$ cat src/rtl/vend_credit_encoder.sv
// vend_credit_encoder: coin credit accumulator with vend request/ack sequencing and change return
module vend_credit_encoder #(
  parameter int unsigned WIDTH      = 4,
  parameter int unsigned MAX_CREDIT = 8,
  parameter int unsigned PRICE      = 5
) (
  input  logic             clk,
  input  logic             rst_n,
  input  logic             coin_valid,
  input  logic [2:0]       coin_value,
  output logic             coin_ready,
  input  logic             vend_req,
  output logic             vend_ack,
  output logic             vend_nack,
  output logic [WIDTH-1:0] credit_code,
  output logic             change_valid,
  output logic [WIDTH-1:0] change_amount,
  input  logic             change_ack
);
  typedef enum logic [1:0] {IDLE, VEND, NACK, CHANGE} state_t;
  localparam logic [WIDTH-1:0] MAX_C = WIDTH'(MAX_CREDIT);
  localparam logic [WIDTH-1:0] PRC   = WIDTH'(PRICE);
  state_t state_q, state_d;
  logic [WIDTH-1:0] credit_q, credit_d, change_q, change_d;
  logic ready_q, ready_d;
  logic [WIDTH:0] sum;
  logic coin;
  always_comb begin
    coin     = coin_valid && coin_value != 3'd0;
    sum      = {1'b0, credit_q} + (WIDTH+1)'(coin_value);
    state_d  = state_q;
    credit_d = credit_q;
    change_d = change_q;
    case (state_q)
      IDLE:
        if (coin) begin
          credit_d = sum <= {1'b0, MAX_C} ? sum[WIDTH-1:0] : MAX_C;
          change_d = sum <= {1'b0, MAX_C} ? change_q : sum[WIDTH-1:0] - MAX_C;
          state_d  = sum <= {1'b0, MAX_C} ? IDLE : CHANGE;
        end else if (vend_req) begin
          state_d = credit_q >= PRC ? VEND : NACK;
        end
      VEND: begin
        // any remainder after the price leaves as change, so credit always clears
        credit_d = '0;
        change_d = credit_q - PRC;
        state_d  = credit_q != PRC ? CHANGE : IDLE;
      end
      NACK: state_d = IDLE;
      CHANGE:
        if (change_ack) begin
          change_d = '0;
          state_d  = IDLE;
        end
      default: state_d = IDLE;
    endcase
    ready_d = state_d == IDLE;
  end
  always_ff @(posedge clk or negedge rst_n)
    if (!rst_n) begin
      state_q  <= IDLE;
      credit_q <= '0;
      change_q <= '0;
      ready_q  <= 1'b0;
    end else begin
      state_q  <= state_d;
      credit_q <= credit_d;
      change_q <= change_d;
      ready_q  <= ready_d;
    end
  assign coin_ready    = ready_q;
  assign vend_ack      = state_q == VEND;
  assign vend_nack     = state_q == NACK;
  assign change_valid  = state_q == CHANGE;
  assign credit_code   = credit_q;
  assign change_amount = change_q;
endmodule

$ cat config.mk
export PLATFORM = sky130hd
export DESIGN_NAME = vend_credit_encoder
export DESIGN_NICKNAME = d
export VERILOG_FILES = /design/src/rtl/vend_credit_encoder.sv
export SDC_FILE = /design/constraint.sdc
export NUM_CORES = 1
export LEC_CHECK = 0
export CORE_MARGIN = 3
export CORE_UTILIZATION = 39
export CTS_CLUSTER_DIAMETER = 120
export DETAILED_ROUTE_END_ITERATION = 8
export GPL_TIMING_DRIVEN = 0
export HOLD_SLACK_MARGIN = 0.03
export PLACE_DENSITY_LB_ADDON = 0.1
export REMOVE_ABC_BUFFERS = 1
export SYNTH_ARGS = -nofsm -noshare
export SYNTH_HDL_FRONTEND = slang
export SYNTH_SLANG_ARGS = --single-unit
$ cat constraint.sdc
create_clock -name clk -period 3.61 [get_ports clk]
set_clock_uncertainty 0.1 [all_clocks]
set_input_delay 0.722 -clock clk [delete_from_list [all_inputs] [get_ports clk]]
set_output_delay 0.722 -clock clk [all_outputs]
set_load 0.03 [all_outputs]
; Yosys cells after proc, flatten, opt, wreduce, memory -nomap -nowiden
; Index checks and enable logic that the tools add are counted.
[op_classes]
add_sub_neg = 3
order_cmp = 2
eq_ne = 7
muxes = 14
n_reduce_logical = 8
[op_table]
columns = cell, count
row1 = 2-to-1 mux 4 bit, 5
row2 = 2-to-1 mux 2 bit, 6
row3 = case mux 4 bit (3 select lines), 1
row4 = case mux 2 bit (4 select lines), 1
row5 = case mux 4 bit (2 select lines), 1
row6 = nonzero test 3 bit, 2
row7 = adder 4 x 3 -> 5 bit, 1
row8 = "<= comparator 5 x 4 -> 1 bit, second input constant", 1
row9 = "== test 2 bit, second input constant", 2
row10 = "greater-or-equal comparator 4 x 3 -> 1 bit, second input constant", 1
row11 = zero test 2 bit, 2
row12 = "inequality test 2 bit, second input constant", 2
row13 = "inequality test 4 x 3 -> 1 bit, second input constant", 1
row14 = AND reduction 4 bit, 1
row15 = "subtractor 4 x 3 -> 4 bit, second input constant", 1
row16 = "subtractor 4 bit, second input constant", 1
row17 = "== test 2 x 1 -> 1 bit, second input constant", 1
row18 = "inequality test 2 x 1 -> 1 bit, second input constant", 1
row19 = AND reduction 2 bit, 1
row20 = nonzero test 2 bit, 1
row21 = logical AND 1 bit, 1
[totals]
ff_bits = 11
input_bits = 8
out_inout_bits = 12

; Longest topological paths before layout
; Gate-level depths: netlist (run 1).
[logic_depth]
depth_word = 6
depth_mapped = 7

; Worst setup path after synthesis (run 1)
; Ideal clock, no wire load.
[synth_timing]
path_type = input port to flip-flop
startpoint = input coin_value[0]
endpoint = register change_q[0] (netlist: change_amount[0])
arrival_time_ns = 2.681
required_ns = 3.443
setup_slack_ns = 0.762
cell_stages = 7
path_buffers = 0
cell_sequence = ha_1 -> fa_1 -> nor2_1 -> a32o_1 -> a221o_1 -> o41ai_4 -> o221a_1
[synth_between]
elab_chain_cells = 5
elab_cells_between_ends = 11
cone_classes = add/sub (2) / order compare (1) / eq/ne (2) / mux (3) / reduce/logical (3)
[synth_lines]
columns = element, line
row1 = from (decl), 10  ; input logic [2:0] coin_value,
row2 = adder 4 x 3 -> 5 bit, 30  ; sum = {1'b0, credit_q} + (WIDTH+1)'(coin_value);
row3 = subtractor 4 bit, 38  ; change_d = sum <= {1'b0, MAX_C} ? change_q : sum[WIDTH-1:0] - MAX_C;
row4 = 2-to-1 mux 4 bit, 38
row5 = 2-to-1 mux 4 bit, 36  ; if (coin) begin
row6 = case mux 4 bit (3 select lines), 34  ; case (state_q)
row7 = to (signal assigned), 68  ; change_q <= change_d;
row8 = to (decl), 24  ; logic [WIDTH-1:0] credit_q, credit_d, change_q, change_d;
; Parallel ways exist; a longest one is shown, timed or not. The select of a mux whose other input is x is not followed.
; A chain may end at the register's enable or synchronous reset.

; Worst setup path after layout (run 1)
[layout_timing]
startpoint = input coin_value[0]
endpoint = register change_q[3] (netlist: change_amount[3])
; The elaborated chain is that of the path after synthesis.

==> impl_metrics.yaml, run 1 <==
status:
  outcome: "complete, no violations"
critical_path:
  critPathLaunchType: "primary input"
  worstPathArrival_ns: 3.41
  path_class: "in2reg"
  path_max_fanout: 5
  cp_data_required_time_ns: 3.70
  cp-end-kind: "flip-flop"
yosys:
  syn_avg_cell_area_um2: 9.16
  yosys_most_used_dff: "dfrtp_1"
  postSynthCellCount: 88
  async_flop_share_pct: 100
  synth_seq_cells: 11
  synth_edf_count: 0
  yosysTopAreaCellShare_pct: 34.2
  ys_types: 33
  ys.warnings.count: 0
  syn_area_um2: 806
  seq_area_frac_synth_pct: 34.2
  yosysTopAreaCell: "dfrtp_1"
  synth_area_leaders: "dfrtp_1, ha_1, o21ai_0, o221a_1, nand2_1"
global_routing:
  antenna_found_initial: 0
  grt_max_degree: 16
  grt_pass1_vias: 760
  grt_pass1_wl_um: 3640
  grt_use_total_pct: 18.7
  overflow: 0
floorplanning:
  fp.dieH_um: 51.5
  start_util_pct: 43.8
  core.rowCount: 15
  dieArea_um2: 2650
  pin_count: 20
  die_w_um: 51.5
  core-area_um2: 1840
clock_tree:
  cts_tree: "yes"
  clockBufferDepth: 2
  clk_pin_slew_worst_paths_ns: 0.07
  clock-root-buffer: "clkbuf_4"
  post_cts_buffers: 0
  cts_hold_buf: 0
  cts_buffers: 3
  clock_sinks: 11
  h-tree-depth: 1
  cts_resized: 0
  clk_latency_ns: 0.27
placed_design:
  placed_area_um2: 1020
  dp_slack_ns: 0.0395
  hpwl_um: 1570
  io_buffers: 19
  gp_congestion: 0.844
route:
  drtIter0Drc: 35
  vias_per_cell: 5.69
  post-route-drc-count: 0
  vias: 763
  wl_per_cell_um: 15.3
  drtAntennaViolNets: 0
  routed_wl_um: 2050
  drt-pass1-iter-count: 4
finish:
  nets: 124
  multiInputGateArea_um2: 493
  antenna_cells: 0
  nFillCells: 169
  synthToLayoutAreaGrowth_pct: 29.8
  regArea_um2: 275
  drive_above_1_share_pct: 6.42
  final_cell_mix: "clkdlybuf4s50_1, dfrtp_1, o21ai_0, nand2_1, inv_1"
  layout_commonest_cell: "clkdlybuf4s50_1"
  fin_area_um2: 1050
timing:
  fin_crit_sh_pct: 92.0
  finalMaxSlewViolations: 0
  setup_viol: 0
  final.setup.worst_slack_ns: 0.289
  timing.fmax_mhz: 301
  worst_slew_pin_slew_ns: 0.533
  rsz0062_at_grt: "no"
  slew_headroom_pct: 64.2
  fin_tns_setup_ns: 0
  hold_violations: 0
  fin_crit_ns: 3.32
power_and_ir_drop:
  intPower_mw: 0.496
  vdd_drop_max_v: 0.000471
  seq_power_share_pct: 27.6
  power.leakage_nw: 0.454
  p_clk_share_pct: 8.6
  switching_share_pct: 49.0
  power_mw: 0.974
  pwr-share-comb_pct: 63.8
  p_sw_mw: 0.478
  p_per_area_nw_per_um2: 931
min_path:
  hp-class: "reg2reg"
flow_run:
  max-cap-violations: 0
-- layout make-up --
type,instances,area share [%]
sequential,11,26.3
clock buffer,4,2.51
inverter,8,2.87
timing repair buffer,19,18.2
multi-input combinational,67,47.1
tap,25,2.99
-- worst max-delay path: stages --
cell             delay [ns]
clkdlybuf4s50_1        0.42
ha_1                   0.24
fa_1                   0.59
nor2_1                 0.07
a32o_1                 0.25
a221o_1                0.45
o41ai_4                0.40
mux2i_1                0.26
-- through the flow --
step	hold slack, ns	instances	util [%]
6_report	0.455	134	56.9
5_1_grt	0.468	134	56.9
4_1_cts	0.457	134	56.9
3_5_place_dp	0.436	130	55.4
3_3_place_gp	0.409	130	55.4
2_1_floorplan	0.326	86	-
-- cells by family (layout without fill, tap and decap cells) --
kind of cell,after synthesis,count (layout),synth area share (%)
adder cells (fa/ha/maj),6,6,10.2
AND/OR/NAND/NOR,29,29,19.1
multiplexers,1,1,1.24
flip-flops,11,11,34.2
buffers and inverters,10,31,4.66
AO/OA/AOI/OAI,29,29,28.4
XOR/XNOR,2,2,2.17
-- synth_stat cells (2+ instances only) --
cell      number
nor2_1         5
nand4_1        2
o21ai_0       10
nand2_1        8
inv_1          7
a21o_1         3
and2_1         2
ha_1           5
nand3_1        3
clkbuf_1       2
dfrtp_1       11
a32o_1         2
a21oi_1        3
o311ai_0       3
nor3_1         2
o221a_1        3
-- final timing paths --
check                                 startpoint  slack [ns]  depth (start not counted)               end
worst max-delay path               coin_value[0]        0.29                          8  change_amount[3]
worst min register to register  change_amount[1]        0.45                          1  change_amount[1]
min in group asynchronous                  rst_n        0.68                          1    credit_code[1]
max in group asynchronous                  rst_n        2.40                          1    credit_code[0]
worst max register to register    credit_code[0]        0.71                          7  change_amount[3]
worst min-delay path            change_amount[1]        0.45                          1  change_amount[1]
-- layer usage --
layer | track usage [%] | vias to the layer above | share of wire, %
li1 | - | 378 | -
met1 | 24.5 | 360 | 46
met2 | 29.4 | 23 | 47
met3 | 6.41 | 2 | 6.1
met4 | 3.93 | 0 | 0.49
met5 | 0 | - | 0
-- power groups by stage --
| stage | combinational (mW) | clock (mW) | sequential [mW] |
|---|---|---|---|
| floorplan | 0.334 | 0 | 0.335 |
| global placement | 0.613 | 0 | 0.271 |
| detailed placement | 0.617 | 0 | 0.272 |
| CTS | 0.623 | 0.0878 | 0.269 |
| global route | 0.679 | 0.0946 | 0.285 |
| finish | 0.621 | 0.0838 | 0.269 |
-- sequential cells by signal (all words and copies together), names as in the netlist --
name,flops
coin_ready,1
state_q,2
change_amount,4
credit_code,4
No activity file was read; power rests on OpenSTA's default activity.
==> run 2, diff against run 1 <==
==> constraint.sdc (replaced) <==
create_clock -name clk -period 3.61 [get_ports clk]
set_clock_uncertainty 0.1 [all_clocks]
set_input_delay 0.722 -clock clk [delete_from_list [all_inputs] [get_ports clk]]
set_output_delay 0.722 -clock clk [all_outputs]
set_load 0.1 [all_outputs]
==> results of run 2 <==
Same layout as run 1 (identical final DEF). Status: complete, no violations.
Power of run 2 is left out: the tool's default activity adds up to more than one toggle a clock period on the data nets, which glitch-free logic cannot reach.
